$ cat src/rtl/lru_access_ctrl.sv
// Access sequencer for the per-set LRU buffer: lookup, victim selection, refill
// handshake, one LRU write per successful access, response and hit/miss statistics.
module lru_access_ctrl #(
    parameter int WAYS        = 8,
    parameter int SET_W       = 7,
    parameter int TIMEOUT_CYC = 255,
    parameter int CNT_W       = 16
) (
    input  logic             clk,
    input  logic             rst,
    input  logic             req_valid,
    output logic             req_ready,
    input  logic [SET_W-1:0] req_set,
    input  logic [WAYS-1:0]  req_hit_vec,
    output logic [SET_W-1:0] lru_addr,
    output logic             lru_we,
    output logic             lru_hit_sig,
    output logic [WAYS-1:0]  lru_hit_way,
    input  logic [WAYS-1:0]  lru_flag,
    output logic             refill_req,
    output logic [WAYS-1:0]  refill_way,
    output logic [SET_W-1:0] refill_set,
    input  logic             refill_ack,
    output logic             resp_valid,
    input  logic             resp_ready,
    output logic [WAYS-1:0]  resp_way,
    output logic             resp_hit,
    output logic             resp_err,
    output logic [CNT_W-1:0] hit_cnt,
    output logic [CNT_W-1:0] miss_cnt
);

    localparam int TMO_W = (TIMEOUT_CYC < 2) ? 1 : $clog2(TIMEOUT_CYC + 1);

    typedef enum logic [2:0] {
        S_IDLE,
        S_LOOKUP,
        S_REFILL,
        S_UPDATE,
        S_RESP
    } state_e;

    state_e             state_q, state_d;
    logic [SET_W-1:0]   set_q, set_d;
    logic [WAYS-1:0]    hv_q, hv_d;
    logic [WAYS-1:0]    victim_q, victim_d;
    logic [TMO_W-1:0]   tmo_q, tmo_d;
    logic [CNT_W-1:0]   hit_cnt_q, hit_cnt_d;
    logic [CNT_W-1:0]   miss_cnt_q, miss_cnt_d;
    logic [WAYS-1:0]    resp_way_q, resp_way_d;
    logic               resp_hit_q, resp_hit_d;
    logic               resp_err_q, resp_err_d;

    logic [WAYS-1:0]    flag_low;
    logic               hv_multi;
    logic               hv_any;

    // Isolate the lowest set bit of the LRU flag; two's-complement trick.
    assign flag_low = lru_flag & (~lru_flag + WAYS'(1));
    assign hv_multi = |(hv_q & (hv_q - WAYS'(1)));
    assign hv_any   = |hv_q;

    assign lru_addr = set_q;
    assign hit_cnt  = hit_cnt_q;
    assign miss_cnt = miss_cnt_q;

    always_ff @(posedge clk or negedge rst) begin
        if (!rst) begin
            state_q    <= S_IDLE;
            set_q      <= '0;
            hv_q       <= '0;
            victim_q   <= '0;
            tmo_q      <= '0;
            hit_cnt_q  <= '0;
            miss_cnt_q <= '0;
            resp_way_q <= '0;
            resp_hit_q <= 1'b0;
            resp_err_q <= 1'b0;
        end else begin
            state_q    <= state_d;
            set_q      <= set_d;
            hv_q       <= hv_d;
            victim_q   <= victim_d;
            tmo_q      <= tmo_d;
            hit_cnt_q  <= hit_cnt_d;
            miss_cnt_q <= miss_cnt_d;
            resp_way_q <= resp_way_d;
            resp_hit_q <= resp_hit_d;
            resp_err_q <= resp_err_d;
        end
    end

    always_comb begin
        state_d     = state_q;
        set_d       = set_q;
        hv_d        = hv_q;
        victim_d    = victim_q;
        tmo_d       = tmo_q;
        hit_cnt_d   = hit_cnt_q;
        miss_cnt_d  = miss_cnt_q;
        resp_way_d  = resp_way_q;
        resp_hit_d  = resp_hit_q;
        resp_err_d  = resp_err_q;

        req_ready   = 1'b0;
        lru_we      = 1'b0;
        lru_hit_sig = 1'b0;
        lru_hit_way = '0;
        refill_req  = 1'b0;
        refill_way  = '0;
        refill_set  = '0;
        resp_valid  = 1'b0;
        resp_way    = '0;
        resp_hit    = 1'b0;
        resp_err    = 1'b0;

        unique case (state_q)
            S_IDLE: begin
                req_ready = 1'b1;
                if (req_valid) begin
                    set_d   = req_set;
                    hv_d    = req_hit_vec;
                    state_d = S_LOOKUP;
                end
            end
            S_LOOKUP: begin
                if (hv_multi) begin
                    resp_way_d = '0;
                    resp_hit_d = 1'b0;
                    resp_err_d = 1'b1;
                    state_d    = S_RESP;
                end else if (hv_any) begin
                    state_d = S_UPDATE;
                end else begin
                    victim_d = (flag_low == '0) ? WAYS'(1) : flag_low;
                    tmo_d    = '0;
                    state_d  = S_REFILL;
                end
            end
            S_REFILL: begin
                refill_req = 1'b1;
                refill_way = victim_q;
                refill_set = set_q;
                // Ack is tested first so a fill landing on the final cycle still completes.
                if (refill_ack) begin
                    state_d = S_UPDATE;
                end else if (tmo_q == TMO_W'(TIMEOUT_CYC - 1)) begin
                    resp_way_d = '0;
                    resp_hit_d = 1'b0;
                    resp_err_d = 1'b1;
                    state_d    = S_RESP;
                end else begin
                    tmo_d = tmo_q + TMO_W'(1);
                end
            end
            S_UPDATE: begin
                lru_we      = 1'b1;
                lru_hit_sig = hv_any;
                lru_hit_way = hv_any ? hv_q : victim_q;
                resp_way_d  = hv_any ? hv_q : victim_q;
                resp_hit_d  = hv_any;
                resp_err_d  = 1'b0;
                if (hv_any) begin
                    if (hit_cnt_q != '1) hit_cnt_d = hit_cnt_q + CNT_W'(1);
                end else begin
                    if (miss_cnt_q != '1) miss_cnt_d = miss_cnt_q + CNT_W'(1);
                end
                state_d = S_RESP;
            end
            S_RESP: begin
                resp_valid = 1'b1;
                resp_way   = resp_way_q;
                resp_hit   = resp_hit_q;
                resp_err   = resp_err_q;
                if (resp_ready) state_d = S_IDLE;
            end
            default: state_d = S_IDLE;
        endcase
    end

endmodule
$ cat config.mk
export PLATFORM = sky130hd
export DESIGN_NAME = lru_access_ctrl
export DESIGN_NICKNAME = d
export VERILOG_FILES = /design/src/rtl/lru_access_ctrl.sv
export SDC_FILE = /design/constraint.sdc
export NUM_CORES = 1
export LEC_CHECK = 0
export BUFFER_PORTS_ARGS = -buffer_cell sky130_fd_sc_hd__buf_2
export CAP_MARGIN = 5
export CORE_MARGIN = 2
export CORE_UTILIZATION = 40
export DETAILED_ROUTE_END_ITERATION = 10
export HOLD_SLACK_MARGIN = 0.08
export PLACE_DENSITY = 0.72
export SYNTH_ARGS = -nofsm -noshare
export SYNTH_HDL_FRONTEND = slang
export SYNTH_SLANG_ARGS = --single-unit
$ cat constraint.sdc
create_clock -name clk -period 5.95 [get_ports clk]
set_clock_uncertainty 0.15 [all_clocks]
set_input_delay 1.4875 -clock clk [delete_from_list [all_inputs] [get_ports clk]]
set_output_delay 1.4875 -clock clk [all_outputs]
set_load 0.01 [all_outputs]
==> metrics.yaml, run 1 <==
regArea_sq_um: 1900
initial_utilization_pct: 40.7
power.density_nw_per_um2: 340
cp_max_fo: 7
grt_pass1_wl_um: 14300
areaGrowthSynthToFinish_pct: 23.1
cts_buffers: 9
place.port_buffers: 104
syn_avg_cell_area_sq_um: 10.3
synth_top_family_by_area: "simple AND/OR/NAND/NOR gates"
seq_area_frac_synth_pct: 51.1
max_slew_margin_pct: 23.7
ys.flop_type: "dfrtp_1"
grt_use_total_pct: 18.1
die_width_um: 101
crit_type: "reg -> out"
synth_most_common_cell: "dfrtp_1"
row_count: 35
syn_nets: 394
num-nets-final: 499
r2r_slack_ns: 3.54
reg2regPathDepth: 5
synth_mux_area_share_pct: 5.14
status: "complete, no violations"
worstMarginPinSlew_ns: 1.14
hold-path-cell-count: 1
cts_tree: "built"
r2r_start: "hv_q[4]$_DFFE_PN0P_"
synth_xor_area_share_pct: 8.46
hold_path.class: "reg -> reg"
synthesis.area_sq_um: 3720
worstHoldEndpoint: "resp_way_q[1]$_DFFE_PN0P_"
firstDrtPassIters: 4
coreArea_sq_um: 9150
clock_path_buffers: 2
num_vias: 3014
antenna_left: 0
place_congestion: 0.846
period_needed_ns: 3.94
fill_cells: 862
antenna_found_initial: 0
grt_pass1_vias: 2885
rsz0062_at_grt: "no"
synth_cell_types: 41
cts_hold_buf: 0
finalSetupViolCount: 0
start_kind: "register"
pin_count: 105
cp-end-kind: "output port"
synthArstFlopShare_pct: 100
overflow: 0
cp.required_ns: 4.31
synth_area_leaders: "dfrtp_1 (51%), xor2_1 (5.2%), mux2_2 (5.1%)"
clock_latency_ns: 0.35
synth_edf_count: 0
yosysWarnings: 0
slowest_delay_ns: 0.59
drive_gt1_share_pct: 31.4
place_hpwl_um: 6380
clockRootBuffer: "clkbuf_8"
reg2reg_to: "miss_cnt[14]$_DFFE_PN0P_"
htree_levels: 3
cpMaxStageDelayCell: "or4_1"
post_cts_resized: 0
post-cts-setup-buffers: 0
drv_slew: 0
fin_crit_sh_pct: 66.3
synth_fa_ha_area_share_pct: 1.61
route.detailed.drc: 0
synth_compound_area_share_pct: 7.22
synth_simple_gate_area_share_pct: 23.3
die_h_um: 101
drt-total-wl_um: 8630
wl_per_cell_um: 14.8
synth_top_area_cell: "dfrtp_1"
cts.sinks: 76
clock.fmax_mhz: 254
fin_tns_setup_ns: 0
synth_cells: 362
viasPerCell: 5.18
leakagePower_uw: 0.00243
multiInputGateArea_sq_um: 1700
synth-seq-cells: 76
dp.cells: 567
clk_pin_slew_worst_paths_ns: 0.07
die_area_sq_um: 10100
utilization_pct: 50.1
min_from: "resp_way_q[1]$_DFFE_PN0P_"
grt_max_degree: 77
hold_violations: 0
yosys-top-cells-count: "dfrtp_1 (76), nor2_1 (36), and2_1 (22), nand3_1 (22), xor2_1 (22)"
instances_no_fill: 582
dr.first_iter.drc_count: 166
ir_drop_v: 0.000157
drv_cap: 0
n_antenna_cell: 0
path_cells: "or4_1, nor2_1, a21oi_1, nor2_1, buf_2"
critical_path_arrival_ns: 2.31
path_common_cell: "nor2_1"
yosys.area.top_type_share_pct: 51.1
## per-stage QoR
stage / area, sq um / power, uW / hold slack [ns] / setup slack, ns
6_report: 4580 / 1560 / 0.321 / 2.01
3_3_place_gp: 4350 / 1080 / 0.303 / 2.46
3_5_place_dp: 4350 / 1100 / 0.308 / 2.41
4_1_cts: 4580 / 1580 / 0.326 / 2.01
5_1_grt: 4580 / 1650 / 0.348 / 1.82
2_1_floorplan: 3720 / 956 / 0.291 / 2.65
## cell families (layout without fill, tap and decap cells)
group | Yosys count | in the layout
buffers and inverters | 28 | 137
muxes | 17 | 17
adders and majority gates | 5 | 5
and+or+nand+nor | 159 | 159
AOI/OAI and AO/OA | 41 | 41
DFF | 76 | 76
xor gates and xnor gates | 36 | 36
## routing by layer
layer / track usage, % / part of all wire (%)
met1: 24.7 / 46
met2: 28.2 / 48
met4: 7.80 / 2.1
met5: 0 / 0
met3: 3.47 / 3.7
## flip-flops by register name (all words and copies together) (netlist names)
name	flops
hit_cnt	16
miss_cnt	16
hv_q	8
resp_way_q	8
tmo_q	8
victim_q	8
lru_addr	7
state_q	3
resp_err_q	1
resp_hit_q	1
## layout make-up
class                   instances  area share [%]
inverters                      15            1.23
clock inverters                 4            2.13
repair buffers                107            11.9
multi-input cells             258            37.1
well taps                     111            3.03
clock buffers                  11            3.08
flip-flops and latches         76            41.5
## cell usage in the layout, fill, tap and decap left out, drive strengths merged, types with 2 or more instances in the layout
| master | count |
|---|---|
| nor2 | 36 |
| clkbuf | 11 |
| nand4 | 12 |
| nand2 | 19 |
| o21ai | 12 |
| nor3b | 3 |
| a21o | 10 |
| or4 | 4 |
| buf | 107 |
| nand4b | 2 |
| nor3 | 13 |
| a31oi | 2 |
| mux2 | 17 |
| or3 | 2 |
| xnor2 | 14 |
| ha | 4 |
| nand3 | 22 |
| and2 | 22 |
| dfrtp | 76 |
| nor4 | 8 |
| inv | 15 |
| a211oi | 2 |
| and4 | 4 |
| bufinv | 3 |
| a21oi | 13 |
| xor2 | 22 |
| nand3b | 2 |
| nand2b | 3 |
| or2 | 2 |
| and3 | 3 |
## where the power goes
group / internal (uW) / switching [uW]
Sequential: 609 / 105
Combinational: 177 / 193
Clock: 288 / 184
## critical path, delay by kind of cell (launching register included)
kind,cells,cell delay [ns]
simple gates,3,1.19
flops,1,0.45
buf+inv,1,0.18
compound gates,1,0.14
## worst max path at each step
stage | start | cells past startpoint | endpoint | slack, ns
3_3_place_gp | hv_q[0]$_DFFE_PN0P_ | 5 | lru_hit_way[0] | 2.46
4_1_cts | hv_q[4]$_DFFE_PN0P_ | 5 | lru_hit_way[6] | 2.01
5_1_grt | hv_q[4]$_DFFE_PN0P_ | 5 | lru_hit_way[6] | 1.82
6_report | hv_q[4]$_DFFE_PN0P_ | 5 | lru_hit_way[6] | 2.01
3_5_place_dp | hv_q[0]$_DFFE_PN0P_ | 5 | lru_hit_way[6] | 2.41
2_1_floorplan | state_q[0]$_DFFE_PN0P_ | 6 | refill_set[0] | 2.65
No activity file was read; power rests on OpenSTA's default activity.
==> run 2, diff against run 1 <==
Settings changed: ABC_AREA set to 1, PLACE_DENSITY 0.72 to 0.73.
Clock period 5.95 ns to 3.3 ns, I/O delays scaled along.
==> run 2 against run 1 <==
Net effect:
- worst hold slack gained 0.0091 ns
- via count grew 29%
- sequential power grew 65%
- largest power group unchanged
==> metrics.yaml, run 2 <==
placed_area_sq_um: 4840  # was 4350 sq um
synthArstFlopShare_pct: 100  # unchanged
fin_tns_setup_ns: 0  # unchanged
synth_most_common_cell: "nand2_1"  # was dfrtp_1
dr.first_iter.drc_count: 196  # was 166
cpMaxStageDelayCell: "dfrtp_1"  # was or4_1
path_delay_family: "simple AND/OR/NAND/NOR gates"  # unchanged
post_cts_resized: 0  # unchanged
grt_use_total_pct: 18.4  # was 18.1%
place_hpwl_um: 7790  # was 6380 um
clockRootBuffer: "clkbuf_8"  # unchanged
clock.fmax_mhz: 339
post-cts-setup-buffers: 0  # unchanged
cp-end-kind: "output port"  # unchanged
layout_common_cells: "nand2_1 (141), buf_2 (103), dfrtp_1 (76), inv_1 (75), nor2_1 (75)"  # was buf_2 (103), dfrtp_1 (76), nor2_1 (36)
worstMarginPinSlew_ns: 0.960  # was 1.14 ns
firstDrtPassIters: 5  # was 4
path_depth: 6  # was 5
drv_slew: 0  # unchanged
areaGrowthSynthToFinish_pct: 19.5  # was 23.1%
status: "complete, no violations"  # unchanged
crit_type: "reg -> out"  # unchanged
hold_path.class: "reg -> reg"  # unchanged
wl_per_cell_um: 13.0  # was 14.8 um
ir_drop_v: 0.000384  # was 0.000157 V
met3_usage_pct: 4.38  # was 3.47%
fin_crit_sh_pct: 89.4
dp_slack_ns: 0.718  # was 2.41 ns
num-nets-final: 686  # was 499
yosys.area.top_type_share_pct: 44.8  # was 51.1%
ys.flop_type: "dfrtp_1"  # unchanged
seq_area_frac_synth_pct: 44.8  # was 51.1%
syn_avg_cell_area_sq_um: 7.69  # was 10.3 sq um
num_vias: 3903  # was 3014
antenna_found_initial: 1  # was 0
synth_top_area_cell: "dfrtp_1"  # unchanged
cts_tree: "built"  # unchanged
initial_utilization_pct: 41.1  # was 40.7%
synth_edf_count: 0  # unchanged
cp.required_ns: 2.32  # was 4.31 ns
die_width_um: 107  # was 101 um
grt_max_degree: 77  # unchanged
clock_latency_ns: 0.36  # was 0.35 ns
start_kind: "register"  # unchanged
use_met2_pct: 29.8  # was 28.2%
grt_pass1_wl_um: 17100  # was 14300 um
syn_nets: 584  # was 394
use_met1_pct: 24.2  # was 24.7%
slowest_delay_ns: 0.45  # was 0.59 ns
synthesis.area_sq_um: 4250  # was 3720 sq um
viasPerCell: 4.90  # was 5.18
crit_buf_inv: 1  # unchanged
place_congestion: 0.951  # was 0.846
htree_levels: 3  # unchanged
cts.sinks: 76  # unchanged
fill_cells: 1001  # was 862
finalSetupViolCount: 0  # unchanged
die_h_um: 107  # was 101 um
critical_path_arrival_ns: 1.97  # was 2.31 ns
drv_cap: 0  # unchanged
clock_path_buffers: 2  # unchanged
drt-total-wl_um: 10400  # was 8630 um
p_total_uw: 2620  # was 1560 uW
coreArea_sq_um: 10300  # was 9150 sq um
cp_max_fo: 8  # was 7
synth_cell_types: 38  # was 41
yosysWarnings: 0  # unchanged
place.port_buffers: 104  # unchanged
cts_hold_buf: 0  # unchanged
layout_commonest_cell: "nand2_1"  # was buf_2
synth-seq-cells: 76  # unchanged
leakagePower_uw: 0.00268  # was 0.00243 uW
hold-path-cell-count: 2  # was 1
synth_area_leaders: "dfrtp_1 (45%), nand2_1 (12%), inv_1 (6.6%)"  # was dfrtp_1 (51%), xor2_1 (5.2%), mux2_2 (5.1%)
route.detailed.drc: 0  # unchanged
pin_count: 105  # unchanged
finalWorstSetupSlack_ns: 0.351  # was 2.01 ns
yosys-top-cells-count: "nand2_1 (141), dfrtp_1 (76), inv_1 (75), nor2_1 (75), nand3_1 (33)"  # was dfrtp_1 (76), nor2_1 (36), and2_1 (22), nand3_1 (22), xor2_1 (22)
grt_pass1_vias: 3692  # was 2885
cts_buffers: 9  # unchanged
synth_cells: 552  # was 362
period_needed_ns: 2.95
row_count: 37  # was 35
post-route-cell-area_sq_um: 5070  # was 4580 sq um
power.density_nw_per_um2: 517  # was 340 nW/um^2
max_slew_margin_pct: 36.0  # was 23.7%
die_area_sq_um: 11500  # was 10100 sq um
gr-max-usage-layer: "met2"  # unchanged
reg2regPathDepth: 6  # was 5
path_cells: "nor2_4, nand3_2, nor3_4, nand2_2, o22ai_1, buf_2"  # was or4_1, nor2_1, a21oi_1, nor2_1, buf_2
hold_violations: 0  # unchanged
clk_pin_slew_worst_paths_ns: 0.08  # was 0.07 ns
overflow: 0  # unchanged
antenna_left: 0  # unchanged
drive_gt1_share_pct: 22.3  # was 31.4%
rsz0062_at_grt: "no"  # unchanged
[run 2: cell count changes in the layout (fill, tap and decap cells not counted), sizes merged, moves of 12 or more]
cell	delta
nand3	+12
mux2	-13
inv	+68
and2	-22
nor2	+44
o21ai	+28
nand2	+125
[run 2: worst min-delay path, cell delays in order, from the launching register on]
cell and delay, ns:
dfrtp_1 0.35, nand2_1 0.06, nand2_1 0.05
[run 2: metrics by stage]
step / cells / hold slack, ns / utilization (%)
after floorplan: 552 / 0.292 / -
after global placement: 779 / 0.306 / 46.9
after detailed placement: 779 / 0.308 / 46.9
after CTS: 795 / 0.332 / 49.1
after global routing: 796 / 0.353 / 49.1
final: 796 / 0.330 / 49.1
[run 2: final cells by class]
| cell class | instances | area, sq um | share of cell area (%) |
|---|---|---|---|
| Sequential cell | 76 | 1900 | 37.5 |
| Multi-Input combinational cell | 384 | 1950 | 38.4 |
| Antenna cell | 1 | 2.50 | 0.0493 |
| Clock buffer | 9 | 124 | 2.44 |
| Inverter | 79 | 299 | 5.90 |
| Tap cell | 136 | 170 | 3.35 |
| Timing Repair Buffer | 104 | 523 | 10.3 |
| Clock inverter | 7 | 105 | 2.07 |
[run 2: kinds of logic after synthesis]
group / count (synthesis) / synth area share [%]
AO/OA/AOI/OAI: 59 / 7.75
XOR/XNOR: 26 / 5.54
adder cells (fa/ha/maj): 4 / 1.18
buffers and inverters: 92 / 9.34
flip-flops: 76 / 44.8
multiplexers: 4 / 1.06
AND/OR/NAND/NOR: 291 / 30.3
[run 2: per-layer routing]
metal	vias to the layer above	routed length (um)
met3	15	646
met1	1810	4650
li1	1946	-
met4	0	140
met2	132	4930
met5	-	0
[run 2: final timing paths]
path,slack [ns],start,end
min in group asynchronous,0.47,rst,miss_cnt[4]$_DFFE_PN0P_
worst max register to register,0.98,state_q[0]$_DFFE_PN0P_,resp_hit_q$_DFFE_PN0P_
worst min register to register,0.33,resp_way_q[6]$_DFFE_PN0P_,resp_way_q[6]$_DFFE_PN0P_
worst min-delay path,0.33,resp_way_q[6]$_DFFE_PN0P_,resp_way_q[6]$_DFFE_PN0P_
max in group asynchronous,1.91,rst,hit_cnt[12]$_DFFE_PN0P_
worst max-delay path,0.35,hv_q[0]$_DFFE_PN0P_,lru_hit_way[6]
[run 2: power by group]
group | switching [uW] | leakage, uW | internal [uW]
Clock | 379 | 0.000113 | 439
Combinational | 415 | 0.00160 | 207
Sequential | 118 | 0.000970 | 1060
==> run 3, diff against run 2 <==
Settings changed: CTS_BUF_LIST set to sky130_fd_sc_hd__clkbuf_16, TNS_END_PERCENT set to 100.
==> run 3 against run 2 <==
Net effect:
- fmax up 1.0%
- global-route usage unchanged
- setup slack better by 0.030 ns
- sequential power about the same
- sequential share of layout area down 0.72 points
- die area unchanged
- first-iteration DRC count up 11%
- highest routed layer unchanged
- clock power up 33%
- sequential cell count unchanged
==> metrics.yaml, run 3 (same netlist as run 2, synthesis figures left out) <==
hold_violations: 0  # unchanged
fin_crit_sh_pct: 88.5  # was 89.4%
hold_path.class: "reg -> reg"  # unchanged
num-nets-final: 686  # unchanged
seq_power_share_pct: 40.9  # was 45.1%
clock.fmax_mhz: 343  # was 339 MHz
p_int_uw: 1950  # was 1710 uW
dp_slack_ns: 0.718  # unchanged
coreArea_sq_um: 10300  # unchanged
die_width_um: 107  # unchanged
die_h_um: 107  # unchanged
clk_pin_slew_worst_paths_ns: 0.06  # was 0.08 ns
cp_max_fo: 8  # unchanged
switchingPower_uw: 939  # was 912 uW
clock_latency_ns: 0.33  # was 0.36 ns
die_area_sq_um: 11500  # unchanged
place_hpwl_um: 7790  # unchanged
start_kind: "register"  # unchanged
fin_tns_setup_ns: 0  # unchanged
num_vias: 3888  # was 3903
initial_utilization_pct: 41.1  # unchanged
pin_count: 105  # unchanged
reg2reg_to: "state_q[2]$_DFFE_PN0P_"  # was resp_hit_q$_DFFE_PN0P_
wl_met1_um: 4640  # was 4650 um
wl_met2_um: 4930  # unchanged
row_count: 37  # unchanged
grt_max_degree: 77  # unchanged
htree_levels: 3  # unchanged
leakagePower_uw: 0.00273  # was 0.00268 uW
power.density_nw_per_um2: 558  # was 517 nW/um^2
worstMarginPinSlew_ns: 0.956  # was 0.960 ns
areaGrowthSynthToFinish_pct: 21.8  # was 19.5%
cts.sinks: 76  # unchanged
r2r_start: "state_q[0]$_DFFE_PN0P_"  # unchanged
place.port_buffers: 104  # unchanged
antenna_left: 0  # unchanged
place_congestion: 0.951  # unchanged
fill_cells: 983  # was 1001
drive_gt1_share_pct: 22.3  # unchanged
cp.required_ns: 2.32  # about the same
finalSetupViolCount: 0  # unchanged
drv_cap: 0  # unchanged
drt-total-wl_um: 10300  # was 10400 um
status: "complete, no violations"  # unchanged
top_layer: "met4"  # unchanged
cts_buffers: 9  # unchanged
layout_commonest_cell: "nand2_1"  # unchanged
post_cts_resized: 0  # unchanged
cts_hold_buf: 0  # unchanged
clockRootBuffer: "clkbuf_16"  # was clkbuf_8
drv_slew: 0  # unchanged
max_slew_margin_pct: 36.2  # was 36.0%
layout_common_cells: "nand2_1 (141), buf_2 (103), dfrtp_1 (76), inv_1 (75), nor2_1 (75)"  # unchanged
grt_use_total_pct: 18.4  # unchanged
route.detailed.drc: 0  # unchanged
firstDrtPassIters: 5  # unchanged
grt_pass1_vias: 3670  # was 3692
swShare_pct: 32.5  # was 34.8%
post-cts-setup-buffers: 0  # unchanged
cts_tree: "built"  # unchanged
critical_path_arrival_ns: 1.94  # was 1.97 ns
finalWorstSetupSlack_ns: 0.381  # was 0.351 ns
viasPerCell: 4.89  # was 4.90
wl_per_cell_um: 13.0  # about the same
worstHoldEndpoint: "resp_hit_q$_DFFE_PN0P_"  # was resp_way_q[6]$_DFFE_PN0P_
power_frac_clock_pct: 37.6  # was 31.2%
period_needed_ns: 2.92  # was 2.95 ns
overflow: 0  # unchanged
r2r_slack_ns: 0.98  # about the same
reg2regPathDepth: 6  # unchanged
cp-end-kind: "output port"  # unchanged
clock_path_buffers: 2  # unchanged
crit_type: "reg -> out"  # unchanged
p_total_uw: 2890  # was 2620 uW
hold-path-cell-count: 2  # unchanged
min_from: "resp_hit_q$_DFFE_PN0P_"  # was resp_way_q[6]$_DFFE_PN0P_
n_antenna_cell: 0  # was 1
ir_drop_v: 0.000388  # was 0.000384 V
wl_met3_um: 604  # was 646 um
grt_pass1_wl_um: 17200  # was 17100 um
comb_power_share_pct: 21.5  # was 23.7%
rsz0062_at_grt: "no"  # unchanged
antenna_found_initial: 0  # was 1
dr.first_iter.drc_count: 217  # was 196
==> run 3: power by group through the flow <==
stage | Combinational, uW | Clock, uW | Sequential (uW)
after detailed placement | 624 | 0 | 1200
final | 619 | 1090 | 1180
after global routing | 699 | 1150 | 1200
after CTS | 627 | 1110 | 1180
after global placement | 598 | 0 | 1180
after floorplan | 415 | 0 | 1200
==> run 3: how the worst max path moves through the flow <==
stage	from	end	slack (ns)	depth (start not counted)
3_5_place_dp	hv_q[0]$_DFFE_PN0P_	lru_hit_way[5]	0.72	6
3_3_place_gp	state_q[0]$_DFFE_PN0P_	refill_req	0.85	4
6_report	hv_q[0]$_DFFE_PN0P_	lru_hit_way[6]	0.38	6
5_1_grt	state_q[0]$_DFFE_PN0P_	refill_req	0.25	4
2_1_floorplan	hv_q[0]$_DFFE_PN0P_	lru_hit_way[2]	1.04	5
4_1_cts	hv_q[0]$_DFFE_PN0P_	lru_hit_way[5]	0.35	6
==> run 3: per-layer routing <==
metal	track usage, %	up-vias
li1	-	1948
met4	6.12	0
met5	0	-
met1	24.4	1809
met2	29.9	119
met3	4.01	12
==> run 3: cell type report <==
type | count | area, sq um | share of cell area (%)
Multi-Input combinational cell | 384 | 1950 | 37.6
Sequential cell | 76 | 1900 | 36.8
Timing Repair Buffer | 104 | 523 | 10.1
Inverter | 79 | 299 | 5.78
Clock buffer | 9 | 225 | 4.36
Tap cell | 136 | 170 | 3.29
Clock inverter | 7 | 105 | 2.03
==> run 3: metrics by stage <==
step	hold WS, ns	util [%]	instances	instance area, sq um
2_1_floorplan	0.292	-	552	4250
3_3_place_gp	0.306	46.9	779	4840
3_5_place_dp	0.308	46.9	779	4840
4_1_cts	0.323	50.1	795	5170
5_1_grt	0.347	50.1	795	5170
6_report	0.319	50.1	795	5170
==> run 3: critical path, stage by stage (launching register included) <==
cell	delay, ns
dfrtp_1	0.45
nor2_4	0.18
nand3_2	0.12
nor3_4	0.27
nand2_2	0.18
o22ai_1	0.23
buf_2	0.19
